File: src/rtl/fetch_stage_controller_if.sv
// Hazard-control and IF/ID bundle between the hazard unit, imem,
// the decoder and the fetch stage controller.
interface fetch_stage_controller_if #(
  parameter int DATA_WIDTH = 32,
  parameter int CTRL_WIDTH = 9,
  parameter int CNT_WIDTH  = 16
);
  logic                  Stall;
  logic                  Flush;
  logic                  Block_PC_Write;
  logic                  Block_IF_ID_Write;
  logic [DATA_WIDTH-1:0] Branch_Target;
  logic [DATA_WIDTH-1:0] Instruction;
  logic [CTRL_WIDTH-1:0] ID_Control;
  logic [DATA_WIDTH-1:0] PC;
  logic [DATA_WIDTH-1:0] IF_ID_Instruction;
  logic [DATA_WIDTH-1:0] IF_ID_PC_Plus4;
  logic                  IF_ID_Valid;
  logic [CTRL_WIDTH-1:0] ID_EX_Control;
  logic [CNT_WIDTH-1:0]  Stall_Count;
  logic [CNT_WIDTH-1:0]  Flush_Count;

  modport master (
    output Stall, Flush, Block_PC_Write,
    output Block_IF_ID_Write, Branch_Target,
    output Instruction, ID_Control,
    input  PC, IF_ID_Instruction, IF_ID_PC_Plus4,
    input  IF_ID_Valid, ID_EX_Control,
    input  Stall_Count, Flush_Count
  );

  modport slave (
    input  Stall, Flush, Block_PC_Write,
    input  Block_IF_ID_Write, Branch_Target,
    input  Instruction, ID_Control,
    output PC, IF_ID_Instruction, IF_ID_PC_Plus4,
    output IF_ID_Valid, ID_EX_Control,
    output Stall_Count, Flush_Count
  );
endinterface

File: src/rtl/fetch_stage_controller.sv
// Fetch stage: PC and IF/ID register under hazard-unit control,
// ID/EX control bubbling and saturating stall/flush counters.
module fetch_stage_controller #(
  parameter int                    DATA_WIDTH = 32,
  parameter int                    CTRL_WIDTH = 9,
  parameter logic [DATA_WIDTH-1:0] RESET_PC   = 32'h0040_0000,
  parameter int                    CNT_WIDTH  = 16
) (
  input logic                     clk,
  input logic                     reset,
  fetch_stage_controller_if.slave bus
);

  logic [DATA_WIDTH-1:0] r_pc;
  logic [DATA_WIDTH-1:0] r_ifid_instr;
  logic [DATA_WIDTH-1:0] r_ifid_pc4;
  logic                  r_ifid_valid;
  logic [CNT_WIDTH-1:0]  r_stall_cnt;
  logic [CNT_WIDTH-1:0]  r_flush_cnt;

  logic                  w_flush_acc;
  logic [DATA_WIDTH-1:0] w_pc_plus4;

  // A held PC wins over a branch redirect; the branch retries later.
  assign w_flush_acc = bus.Flush & ~bus.Block_PC_Write;
  assign w_pc_plus4  = r_pc + DATA_WIDTH'(4);

  always_ff @(posedge clk) begin
    if (reset) begin
      r_pc <= RESET_PC;
    end else if (!bus.Block_PC_Write) begin
      r_pc <= w_flush_acc ? bus.Branch_Target : w_pc_plus4;
    end
  end

  always_ff @(posedge clk) begin
    if (reset) begin
      r_ifid_instr <= '0;
      r_ifid_pc4   <= '0;
      r_ifid_valid <= 1'b0;
    end else if (!bus.Block_IF_ID_Write) begin
      if (w_flush_acc) begin
        r_ifid_instr <= '0;
        r_ifid_pc4   <= '0;
        r_ifid_valid <= 1'b0;
      end else begin
        r_ifid_instr <= bus.Instruction;
        r_ifid_pc4   <= w_pc_plus4;
        r_ifid_valid <= 1'b1;
      end
    end
  end

  always_ff @(posedge clk) begin
    if (reset) begin
      r_stall_cnt <= '0;
      r_flush_cnt <= '0;
    end else begin
      if (bus.Stall && (r_stall_cnt != '1))
        r_stall_cnt <= r_stall_cnt + CNT_WIDTH'(1);
      if (w_flush_acc && (r_flush_cnt != '1))
        r_flush_cnt <= r_flush_cnt + CNT_WIDTH'(1);
    end
  end

  assign bus.PC                = r_pc;
  assign bus.IF_ID_Instruction = r_ifid_instr;
  assign bus.IF_ID_PC_Plus4    = r_ifid_pc4;
  assign bus.IF_ID_Valid       = r_ifid_valid;
  assign bus.Stall_Count       = r_stall_cnt;
  assign bus.Flush_Count       = r_flush_cnt;
  assign bus.ID_EX_Control     =
    (bus.Stall || !r_ifid_valid) ? '0 : bus.ID_Control;

endmodule

File: src/flat_wrapper.sv
// flat-port wrapper written by rule: the top's interface ports become plain ports
module fetch_stage_controller_flat 
#(
  parameter int                    DATA_WIDTH = 32,
  parameter int                    CTRL_WIDTH = 9,
  parameter logic [DATA_WIDTH-1:0] RESET_PC   = 32'h0040_0000,
  parameter int                    CNT_WIDTH  = 16
)
  (clk, reset, bus_Stall, bus_Flush, bus_Block_PC_Write, bus_Block_IF_ID_Write, bus_Branch_Target, bus_Instruction, bus_ID_Control, bus_PC, bus_IF_ID_Instruction, bus_IF_ID_PC_Plus4, bus_IF_ID_Valid, bus_ID_EX_Control, bus_Stall_Count, bus_Flush_Count);
  fetch_stage_controller_if #(.DATA_WIDTH(DATA_WIDTH), .CTRL_WIDTH(CTRL_WIDTH), .CNT_WIDTH(CNT_WIDTH)) bus_i ();
  input logic clk;
  input logic reset;
  input wire logic [$bits(bus_i.Stall)-1:0] bus_Stall;
  input wire logic [$bits(bus_i.Flush)-1:0] bus_Flush;
  input wire logic [$bits(bus_i.Block_PC_Write)-1:0] bus_Block_PC_Write;
  input wire logic [$bits(bus_i.Block_IF_ID_Write)-1:0] bus_Block_IF_ID_Write;
  input wire logic [$bits(bus_i.Branch_Target)-1:0] bus_Branch_Target;
  input wire logic [$bits(bus_i.Instruction)-1:0] bus_Instruction;
  input wire logic [$bits(bus_i.ID_Control)-1:0] bus_ID_Control;
  output wire logic [$bits(bus_i.PC)-1:0] bus_PC;
  output wire logic [$bits(bus_i.IF_ID_Instruction)-1:0] bus_IF_ID_Instruction;
  output wire logic [$bits(bus_i.IF_ID_PC_Plus4)-1:0] bus_IF_ID_PC_Plus4;
  output wire logic [$bits(bus_i.IF_ID_Valid)-1:0] bus_IF_ID_Valid;
  output wire logic [$bits(bus_i.ID_EX_Control)-1:0] bus_ID_EX_Control;
  output wire logic [$bits(bus_i.Stall_Count)-1:0] bus_Stall_Count;
  output wire logic [$bits(bus_i.Flush_Count)-1:0] bus_Flush_Count;
  assign bus_i.Stall = bus_Stall;
  assign bus_i.Flush = bus_Flush;
  assign bus_i.Block_PC_Write = bus_Block_PC_Write;
  assign bus_i.Block_IF_ID_Write = bus_Block_IF_ID_Write;
  assign bus_i.Branch_Target = bus_Branch_Target;
  assign bus_i.Instruction = bus_Instruction;
  assign bus_i.ID_Control = bus_ID_Control;
  assign bus_PC = bus_i.PC;
  assign bus_IF_ID_Instruction = bus_i.IF_ID_Instruction;
  assign bus_IF_ID_PC_Plus4 = bus_i.IF_ID_PC_Plus4;
  assign bus_IF_ID_Valid = bus_i.IF_ID_Valid;
  assign bus_ID_EX_Control = bus_i.ID_EX_Control;
  assign bus_Stall_Count = bus_i.Stall_Count;
  assign bus_Flush_Count = bus_i.Flush_Count;
  fetch_stage_controller #(.DATA_WIDTH(DATA_WIDTH), .CTRL_WIDTH(CTRL_WIDTH), .RESET_PC(RESET_PC), .CNT_WIDTH(CNT_WIDTH)) u_core (.clk(clk), .reset(reset), .bus(bus_i));
endmodule
File: config.mk
export PLATFORM = sky130hd
export DESIGN_NAME = fetch_stage_controller_flat
export DESIGN_NICKNAME = d
export VERILOG_FILES = /design/src/rtl/fetch_stage_controller_if.sv /design/src/rtl/fetch_stage_controller.sv /design/src/flat_wrapper.sv
export SDC_FILE = /design/constraint.sdc
export NUM_CORES = 1
export LEC_CHECK = 0
export CAP_MARGIN = 5
export CORE_ASPECT_RATIO = 1.1
export CORE_UTILIZATION = 49
export DETAILED_ROUTE_END_ITERATION = 12
export PLACE_DENSITY = 0.9
export SLEW_MARGIN = 10
export SYNTH_ARGS = -nofsm -noshare
export SYNTH_HDL_FRONTEND = slang
export SYNTH_SLANG_ARGS = --single-unit
File: constraint.sdc
create_clock -name clk -period 3.6 [get_ports clk]
set_input_delay 1.08 -clock clk [delete_from_list [all_inputs] [get_ports clk]]
set_output_delay 1.08 -clock clk [all_outputs]
set_load 0.02 [all_outputs]
After elaboration in Yosys (flattened, before gate mapping)
Cells that the tools add are included.
Storage, ports and cells
  register bits after elaboration: 129
  input bits: 79
  output and inout bits: 138
  word-level logic and storage cells: 22
Cells by class
  add/subtract/negate cells: 3
  equality and inequality tests: 2
  muxes and demuxes: 5
  bitwise operators: 2
  reductions and logical operators: 4
Operators with widths (number)
  32-bit 2-to-1 mux: 3
  16-bit by 1-bit adder with 16-bit output, second input constant: 2
  32-bit by 3-bit adder with 32-bit output, second input constant: 1
  16-bit inequality test, second input constant: 2
  9-bit 2-to-1 mux: 1
  1-bit logical AND: 2
  1-bit bitwise AND: 1
  1-bit zero test: 1
  1-bit logical OR: 1
  1-bit 2-to-1 mux: 1
  1-bit inverter: 1

Logic depth before layout (Yosys ltp)
Gate-level depths: netlist of the first run.
  depth after elaboration: 3
  mapped depth: 8
  depth with buffers taken out: 6

Least setup slack after synthesis of the first run
No wires, ideal clock.
  path type: input port to output port
  start point: input port bus_Stall
  end point: output port bus_ID_EX_Control[0]
  arrival time: 1.596 ns
  path slack: 0.924 ns
  cell stages on the path: 2
  path buffers: 0
  cell sequence: nor2b_1 -> and2_1
On the way
  longest elaborated chain between the ends: 2
Ends and longest elaborated chain
  start, declared: RTL line flat_wrapper.sv:13  | input wire logic [$bits(bus_i.Stall)-1:0] bus_Stall;
  1-bit logical OR: RTL line fetch_stage_controller.sv:73  | (bus.Stall || !r_ifid_valid) ? '0 : bus.ID_Control;
  9-bit 2-to-1 mux: RTL line fetch_stage_controller.sv:73
  end, declared: RTL line flat_wrapper.sv:24  | output wire logic [$bits(bus_i.ID_EX_Control)-1:0] bus_ID_EX_Control;
No other way between the ends.

Worst setup path after layout of the first run
  start point: input port bus_Stall
  end point: output port bus_ID_EX_Control[1]
Same word-level chain as after synthesis.

==> results.md, run 1 <==
* Top delay family on crit path: buffers and inverters
* Filler cell count at 880
* Slew Limit Fails at 0
* Worst min path class: flip-flop to flip-flop
* Antenna cells at 0
* Height of the die at 119 µm
* RSZ-0062 raised after global routing: false
* FF+latch count, synth at 129
* Most frequent cells after synthesis: nor2_1, dfxtp_1, nand2_1
* Initial antenna violation count at 0
* Worst VDD drop at 0.326 mV
* Initial core utilization at between 50% and 60%
* Core Rows at 42
* FFs w/ async S/R, synth at 0%
* Slowest CP cell: clkdlybuf4s50_1
* Outcome: finished clean
* Clk Tree Root Cell: clkbuf_16
* Crit path buf inv count at 3
* Cell count after synthesis at 775
* Clock Sinks at about 130
* Vias post-DR at 6393
* Layout Area Growth over Synthesis at 48.2%
* Drt drc at 0
* Most common cell in the netlist: nor2_1
* Synth top area share at a little over two fifths
* Hold Fails Final Rpt at 0
* Top post-synthesis cells by area: dfxtp_1, nor2_1, a21oi_1, nand2_1, xor2_1
* Clock Path Buffers at 2
* Final worst-path cycle share at 94.4%
* Final nets at 1058
* Cts bufs inserted at 17
* CP Max Fanout at 9
* Post-synth EDFFs at 0
* Post-Syn Nets at 857
* Sequence of cells on the critical path: clkdlybuf4s50_1 -> nor2b_1 -> buf_4 -> and2_1 -> dlygate4sd2_1
* Post-synthesis area per instance at approximately 7.8 µm²
* Final worst path period need at 3400 ps
* Largest net degree at the start of global routing at 68
* Multi-input logic area at 0.00326 mm²
* Core footprint at between 0.01 and 0.015 mm²
* Crit Path Category: primary input to primary output
* Cell variety after synth at 48
* Die Wd at 108 µm
* Cell taking the most area after synthesis: dfxtp_1
* Startpoint types: primary input
* Via-per-instance ratio at about 5.6
* Commonest register cell after synthesis: dfxtp_1
* Post-CTS setup repair buffer count at 0
* Final Power at 3.89 mW
* DR iter-0 viols at 435
* Clk Latency, worst-skew pair at 420 ps
* DP HPWL at 12700 µm
* Worst setup EP type: primary output
* CP arrival at 2320 ps
* Non-Filler Cell Area, Final at between 0.008 and 0.009 mm²
* H-tree depth at 4
* I/O pin cnt at 217
* Worst Path Required at 2520 ps
* Critical Path Max Stage Delay at 450 ps
* Area occupied by registers at 0.00258 mm²
* Cts hold-fix bufs at 0
* Synth Warn # at 0
* Dpl cell area at 0.00833 mm²
* Share of cells above drive strength 1 at 5.46%
* Fmax at 294 MHz
* RePlAce Congestion at 0.853
* PwrDens at 433 mW/mm²
* Post-Route WL at 18500 µm
* First-pass GRT wire length at 29200 µm
* Post-synthesis sequential area ratio at between 40% and 50%
* Grt ovf at 0
* CTS tree: yes
* Vias in the first global route at between 5k and 6k
* Max Cap Violations at 0
* Worst Tran Pin Value at between 800 and 900 ps
* Reg clk slew, reported paths at 60 ps
* ANT nets after route at 0
* Final Skew at slightly above 10 ps
* Synth Cell Area at roughly 0.0061 mm²
* Die area at approximately 0.013 mm²
* WL/cell at 16.2 µm
* Worst slew margin at 45.6%
* Final setup fails at 0
* I/O Buffers at between 200 and 250
* GRT Total Usage at between 20 and 30%
* DRT Pass-1 Iters at 5
* P_leak at 3.50 nW
==> per-stage QoR <==
step | TNS (ps) | hold WS [ps] | utilization (%) | setup slack, ps | instances
2_1_floorplan | 0 | 523 | - | 924 | 775
3_3_place_gp | 0 | 433 | 69.2 | 61.6 | 1111
3_5_place_dp | -8.48 | 442 | 69.2 | -8.48 | 1111
4_1_cts | 0 | 452 | 74.5 | 1.89 | 1143
6_report | 0 | 449 | 74.7 | 203 | 1143
5_1_grt | 0 | 469 | 74.7 | 146 | 1143
==> logic make-up after synthesis <==
kind of cell,count (synthesis),share of synthesized area (%)
XOR/XNOR,53,7.65
AO/OA/AOI/OAI,159,15.5
flip-flops,129,42.6
buffers and inverters,60,3.75
multiplexers,10,1.65
AND/OR/NAND/NOR,361,28.2
adder cells (fa/ha/maj),3,0.619
==> layout make-up <==
| cell class | count | area share, % |
|---|---|---|
| repair buffers | 230 | 25.3 |
| well taps | 154 | 2.14 |
| multi-input cells | 586 | 36.2 |
| flip-flops and latches | 129 | 28.7 |
| clock inverters | 10 | 1.73 |
| inverters | 12 | 0.501 |
| clock buffers | 22 | 5.39 |
==> worst paths after layout <==
check / from / end / slack [ps] / depth (start not counted)
max reg2reg: u_core.bus.PC[2] / u_core.bus.PC[20] / 950 / 6
max: bus_Stall / bus_ID_EX_Control[1] / 200 / 5
min reg2reg: u_core.bus.IF_ID_PC_Plus4[26] / u_core.bus.IF_ID_PC_Plus4[26] / 450 / 2
min: u_core.bus.IF_ID_PC_Plus4[26] / u_core.bus.IF_ID_PC_Plus4[26] / 450 / 2
==> power by group <==
group,internal [mW],switching [mW]
logic,0.241,0.256
registers,1.48,0.0565
clock network,1.23,0.628
total,2.95,0.940
==> worst reg2reg max path: cells and delay by family, from the launching register on <==
| kind | cells | cell delay [ps] |
|---|---|---|
| AO/OA/AOI/OAI | 1 | 120 |
| adder cells (fa/ha/maj) | 1 | 320 |
| AND/OR/NAND/NOR | 4 | 1640 |
| flip-flops | 1 | 510 |
==> state kept, by name (all words and copies together), names as in the netlist <==
register / flops
u_core.bus.Stall_Count: 16
u_core.bus.IF_ID_Instruction: 32
u_core.bus.Flush_Count: 16
u_core.bus.IF_ID_PC_Plus4: 32
u_core.bus.PC: 32
u_core.bus.IF_ID_Valid: 1
==> per-layer routing <==
layer | global-route usage [%] | wire, µm
met4 | 15.9 | 725
met2 | 46.3 | 8800
met5 | 0 | 0
met3 | 8.16 | 1520
met1 | 35.0 | 7440
==> placed cells by master, fill, tap and decap left out, types with 13 or more instances in the layout <==
master | netlist | final
a21oi_1 | 66 | 66
a22oi_1 | 19 | 19
and3_1 | 13 | 13
buf_4 | 0 | 15
clkbuf_16 | 0 | 17
clkdlybuf4s50_1 | 0 | 204
dfxtp_1 | 129 | 129
nand2_1 | 85 | 85
nand3_1 | 28 | 28
nand4_1 | 17 | 17
nor2_1 | 152 | 152
nor3_1 | 14 | 14
o21ai_0 | 30 | 30
xnor2_1 | 19 | 19
xor2_1 | 34 | 34
==> what timing repair did <==
action	in CTS	in global routing
pin swaps	0	0
endpoints found under the setup margin	1	8
resized for setup	1	8
endpoints found under the hold margin	0	0
No activity file was read; power rests on OpenSTA's default activity.
==> run 2, diff against run 1 <==
--- a/config.mk
+++ b/config.mk
@@ -10,7 +10,6 @@
 export CORE_UTILIZATION = 49
 export DETAILED_ROUTE_END_ITERATION = 12
 export PLACE_DENSITY = 0.9
-export SLEW_MARGIN = 10
 export SYNTH_ARGS = -nofsm -noshare
 export SYNTH_HDL_FRONTEND = slang
 export SYNTH_SLANG_ARGS = --single-unit
==> constraint.sdc (replaced) <==
create_clock -name clk -period 3.6 [get_ports clk]
set_input_delay 1.08 -clock clk [delete_from_list [all_inputs] [get_ports clk]]
set_output_delay 1.08 -clock clk [all_outputs]
set_load 0.01 [all_outputs]
==> results.md, run 2 (same netlist as run 1, synthesis figures left out) <==
* Outcome: finished clean
* DR iter-0 viols at 412 (-5.3%)
* Vias post-DR at 6346 (-0.74%)
* Fmax at 284 MHz (-3.7%)
* Antenna cells at 0 (unchanged)
* Hold_sp: u_core.bus.IF_ID_PC_Plus4[18]
* Clock Power Share at 45.9% (-1.8 points)
* Worst min path class: flip-flop to flip-flop
* Final nets at 1057 (-0.095%)
* Share of power burned in registers at 41.7% (+2.2 points)
* Worst Reg2Reg Path Length in Cells at 6 (unchanged)
* Reg2Reg Launch Point: u_core.bus.PC[2]
* Final worst-path cycle share at 97.9% (+3.6 points)
* I/O pin cnt at 217 (unchanged)
* Sw Ratio at 24.2% (about the same)
* Share of cells above drive strength 1 at 5.26% (-0.20 points)
* Height of the die at 119 µm (unchanged)
* Crit Path Category: primary input to primary output
* Slew Limit Fails at 0 (unchanged)
* GR peak layer: met2
* Reg clk slew, reported paths at 50 ps (about the same)
* Final Skew at 7.87 ps (-2.44 ps)
* Worst slew margin at 46.3% (+0.75 points)
* Met3 Use GR at 8.88% (+0.72 points)
* Die Wd at 108 µm (unchanged)
* Clk Tree Root Cell: clkbuf_16
* Layout Area Growth over Synthesis at 46.9%
* Initial antenna violation count at 0 (unchanged)
* Met2 Use GR at 46.9% (+0.60 points)
* PwrDens at 413 mW/mm² (-4.5%)
* Post-Route WL at 18200 µm (-1.7%)
* Core Rows at 42 (unchanged)
* First-pass GRT wire length at 28800 µm (-1.4%)
* DRT Pass-1 Iters at 5 (unchanged)
* Worst setup EP type: primary output
* Clock Path Buffers at 2 (unchanged)
* Post-CTS setup repair buffer count at 0 (unchanged)
* Final setup fails at 0 (unchanged)
* RSZ-0062 raised after global routing: false
* Die area at 0.0128 mm² (unchanged)
* Fin util at 74.1% (-0.61 points)
* Startpoint types: primary input
* WL/cell at 15.9 µm (-1.6%)
* Worst Tran Pin Value at 798 ps (-11.2 ps)
* Via-per-instance ratio at 5.56 (-0.65%)
* Final worst path period need at 3530 ps (+129 ps)
* Post-route insts no fill at 1142 (-0.087%)
* CTS tree: yes
* Hold Path Sink: u_core.bus.IF_ID_PC_Plus4[18]
* Internal Pwr Total at 2.79 mW (-5.3%)
* R2r setup slk at 1060 ps (+110 ps)
* Sw power at 0.891 mW (-5.3%)
* Worst Path Required at 2520 ps (about the same)
* Setup_tns at 0 ps (unchanged)
* DP HPWL at 12600 µm (-0.93%)
* Hold path depth at 2 (unchanged)
* I/O Buffers at 216 (unchanged)
* Core footprint at 0.0120 mm² (unchanged)
* Clk Latency, worst-skew pair at 420 ps (about the same)
* Cts bufs inserted at 17 (unchanged)
* Grt ovf at 0 (unchanged)
* Drt drc at 0 (unchanged)
* Commonest non-fill, non-tap cell in the layout: clkdlybuf4s50_1
* CP arrival at 2450 ps (+130 ps)
* Worst VDD drop at 0.340 mV (+4.1%)
* Largest net degree at the start of global routing at 68 (unchanged)
* Vias in the first global route at 5887 (-1.1%)
* Clock Sinks at 129 (unchanged)
* P_leak at 3.32 nW (-5.2%)
* CP Max Fanout at 9 (unchanged)
* Hold Fails Final Rpt at 0 (unchanged)
* Comb pwr share at 12.4% (-0.4 points)
* GRT Total Usage at 28.8% (-0.28 points)
* H-tree depth at 4 (unchanged)
* ANT nets after route at 0 (unchanged)
* Met1 GRT Util at 34.1% (-0.93 points)
* Placed Cells incl. Taps at 1110 (-0.090%)
* Max Cap Violations at 0 (unchanged)
* RePlAce Congestion at 0.854 (+0.11%)
* Initial core utilization at 50.4% (unchanged)
* RR Endpoint: u_core.bus.PC[20]
* Cts hold-fix bufs at 0 (unchanged)
* Commonest cells after routing, fill and taps aside: clkdlybuf4s50_1, nor2_1, dfxtp_1, nand2_1, a21oi_1
==> run 2: through the flow <==
step                      instance area [µm²]  hold WS (ps)  power [mW]  worst slack [ps]
after global placement                   8330           433        2.01              7.21
after CTS                                8910           450        3.70              51.1
final                                    8920           446        3.69              74.3
after floorplan                          6070           470        1.77               990
after detailed placement                 8330           443        2.02             -56.0
after global routing                     8920           480        3.80              35.8
==> run 2: power by group through the flow <==
stage          combinational, mW  sequential, mW  clock [mW]
4_1_cts                    0.455            1.54        1.70
6_report                   0.456            1.54        1.69
5_1_grt                    0.495            1.55        1.76
2_1_floorplan              0.185            1.58           0
3_3_place_gp               0.443            1.56           0
3_5_place_dp               0.450            1.57           0
==> run 2: critical path, cell delays in order <==
cell and delay [ps]:
clkdlybuf4s50_1 470, nor2b_4 200, and2_1 160, clkdlybuf4s50_1 540
==> run 2: cell type report <==
| cell class | instances | area [µm²] |
|---|---|---|
| Clock buffer | 23 | 478 |
| Tap cell | 154 | 193 |
| Multi-Input combinational cell | 586 | 3270 |
| Clock inverter | 9 | 106 |
| Inverter | 12 | 45.0 |
| Sequential cell | 129 | 2580 |
| Fill cell | 882 | 3120 |
| Timing Repair Buffer | 229 | 2250 |
==> run 2: routing by layer <==
layer  vias to the layer above  wire, µm
met5                         -         0
met4                         0       587
met3                        45      1620
met2                       278      8770
met1                      2933      7190
li1                       3090         -
==> run 2: worst max-delay path by stage <==
stage | start | to | slack (ps) | depth (start not counted)
final | bus_Stall | bus_ID_EX_Control[8] | 70 | 4
after global placement | bus_Stall | bus_ID_EX_Control[2] | 7 | 4
after floorplan | bus_Stall | bus_ID_EX_Control[0] | 990 | 2
after CTS | bus_Stall | bus_ID_EX_Control[8] | 50 | 4
after detailed placement | bus_Stall | bus_ID_EX_Control[8] | -60 | 4
after global routing | bus_Stall | bus_ID_EX_Control[8] | 40 | 4
==> run 2: what timing repair did <==
action | in CTS | in global routing
endpoints found under the setup margin | 9 | 2
resized for setup | 1 | 1
gates cloned | 0 | 0
==> run 3, diff against run 2 <==
--- a/config.mk
+++ b/config.mk
@@ -5,11 +5,13 @@
 export SDC_FILE = /design/constraint.sdc
 export NUM_CORES = 1
 export LEC_CHECK = 0
+export ABC_CLOCK_PERIOD_IN_PS = 3600
 export CAP_MARGIN = 5
 export CORE_ASPECT_RATIO = 1.1
 export CORE_UTILIZATION = 49
 export DETAILED_ROUTE_END_ITERATION = 12
 export PLACE_DENSITY = 0.9
+export SLEW_MARGIN = 40
 export SYNTH_ARGS = -nofsm -noshare
 export SYNTH_HDL_FRONTEND = slang
 export SYNTH_SLANG_ARGS = --single-unit
==> results.md, run 3 (same netlist as run 1, synthesis figures left out) <==
* Outcome: finished clean
* Hold_sp: u_core.bus.IF_ID_PC_Plus4[18]
* Met3 wire len at 1560 µm (-3.3%)
* CTS tree: yes
* Die area at 0.0128 mm² (unchanged)
* Clk Tree Root Cell: clkbuf_16
* Commonest cells after routing, fill and taps aside: clkdlybuf4s50_1, nor2_1, dfxtp_1, nand2_1, a21oi_1
* Slew Limit Fails at 0 (unchanged)
* Vias in the first global route at 5887 (unchanged)
* Most frequent CP cell: clkdlybuf4s50_1
* Core footprint at 0.0120 mm² (unchanged)
* Share of cells above drive strength 1 at 5.26% (unchanged)
* Hold Path Sink: u_core.bus.IF_ID_PC_Plus4[18]
* H-tree depth at 4 (unchanged)
* RePlAce Congestion at 0.854 (unchanged)
* DP HPWL at 12600 µm (unchanged)
* Final Power at 3.68 mW (about the same)
* I/O pin cnt at 217 (unchanged)
* First-pass GRT wire length at 28800 µm (unchanged)
* Die Wd at 108 µm (unchanged)
* DRT Pass-1 Iters at 6 (+1)
* Antenna cells at 0 (unchanged)
* Post-Route WL at 18200 µm (about the same)
* RR Endpoint: u_core.bus.PC[18]
* Worst VDD drop at 0.341 mV (+0.24%)
* Grt ovf at 0 (unchanged)
* Met2 WL at 8730 µm (-0.49%)
* Final Skew at 9.25 ps (+1.38 ps)
* Reg2Reg Launch Point: u_core.bus.PC[2]
* Drt drc at 0 (unchanged)
* Sequence of cells on the critical path: clkdlybuf4s50_1 -> nor2b_4 -> and2_1 -> clkdlybuf4s50_1
* PwrDens at 413 mW/mm² (-0.17%)
* R2r setup slk at 1080 ps (+20 ps)
* Clk Latency, worst-skew pair at 420 ps (about the same)
* Worst slew margin at 54.4% (+8.1 points)
* Via-per-instance ratio at 5.59 (+0.61%)
* Largest net degree at the start of global routing at 68 (unchanged)
* GRT Total Usage at 28.8% (unchanged)
* Final worst path period need at 3530 ps (-0.0613 ps)
* Height of the die at 119 µm (unchanged)
* Worst Tran Pin Value at 678 ps (-121 ps)
* RSZ-0062 raised after global routing: false
* Hold Fails Final Rpt at 0 (unchanged)
* Setup_tns at 0 ps (unchanged)
* Fin util at 74.2% (about the same)
* Final worst-path cycle share at 97.9% (about the same)
* Worst setup EP type: primary output
* Worst Path Required at 2520 ps (about the same)
* Commonest non-fill, non-tap cell in the layout: clkdlybuf4s50_1
* Reg clk slew, reported paths at 50 ps (about the same)
* Hold_ws at 452 ps (+5.26 ps)
* Clock Sinks at 129 (unchanged)
* Worst Reg2Reg Path Length in Cells at 6 (unchanged)
* Cts bufs inserted at 17 (unchanged)
* Fmax at 284 MHz (about the same)
* Crit Path Category: primary input to primary output
* Filler cell count at 879 (-0.34%)
* Cts hold-fix bufs at 0 (unchanged)
* Max Cap Violations at 0 (unchanged)
* Hold path depth at 2 (unchanged)
* Final setup fails at 0 (unchanged)
* Layout Area Growth over Synthesis at 47.1% (about the same)
* I/O Buffers at 216 (unchanged)
* Slowest CP cell: clkdlybuf4s50_1
* Max layer used: met4
* Clock Path Buffers at 2 (unchanged)
* Startpoint types: primary input
* Critical Path Max Stage Delay at 540 ps (about the same)
* Final nets at 1057 (unchanged)
* Initial core utilization at 50.4% (unchanged)
* P_leak at 3.34 nW (+0.49%)
* WL/cell at 15.9 µm (about the same)
* CP arrival at 2450 ps (about the same)
* M1 WL at 7170 µm (-0.31%)
* CP Max Fanout at 9 (unchanged)
* DR iter-0 viols at 427 (+3.6%)
* Initial antenna violation count at 0 (unchanged)
* Worst min path class: flip-flop to flip-flop
* ANT nets after route at 0 (unchanged)
* Vias post-DR at 6385 (+0.61%)
* Core Rows at 42 (unchanged)
## run 3: final cells by class
class,count,area [µm²],area share (%)
well taps,154,193,2.16
multi-input cells,586,3270,36.7
repair buffers,229,2250,25.2
inverters,12,45.0,0.505
clock buffers,23,478,5.35
clock inverters,9,106,1.19
flip-flops and latches,129,2580,28.9
## run 3: power breakdown
group	internal, mW	leakage, nW	switching [mW]	total (mW)
Combinational	0.242	2.01	0.214	0.456
Clock	1.07	0.279	0.618	1.69
Sequential	1.48	1.05	0.0560	1.54
## run 3: through the flow
| stage | area [µm²] | setup slack [ps] | instances |
|---|---|---|---|
| final | 8930 | 74.4 | 1142 |
| after global routing | 8930 | 35.8 | 1142 |
| after CTS | 8910 | 51.1 | 1142 |
| after detailed placement | 8330 | -56.0 | 1110 |
| after global placement | 8330 | 7.21 | 1110 |
| after floorplan | 6070 | 990 | 775 |
## run 3: how the worst max path moves through the flow
stage | start | endpoint | cells past startpoint
3_3_place_gp | bus_Stall | bus_ID_EX_Control[2] | 4
5_1_grt | bus_Stall | bus_ID_EX_Control[8] | 4
6_report | bus_Stall | bus_ID_EX_Control[8] | 4
3_5_place_dp | bus_Stall | bus_ID_EX_Control[8] | 4
2_1_floorplan | bus_Stall | bus_ID_EX_Control[0] | 2
4_1_cts | bus_Stall | bus_ID_EX_Control[8] | 4
## run 3: timing repair
| item | in CTS | in global routing |
|---|---|---|
| endpoints found under the setup margin | 9 | 2 |
| buffers inserted | 0 | 0 |
| gates resized for setup | 1 | 1 |
## run 3: metal layers
metal / up-vias / track usage [%]
li1: 3091 / -
met1: 2938 / 34.1
met2: 295 / 46.9
met3: 61 / 8.88
met4: 0 / 13.8
met5: - / 0
## run 3: worst max-delay path: cells and delay by family
kind          cells  cell delay (ps)
buf+inv           2             1010
simple gates      2              360
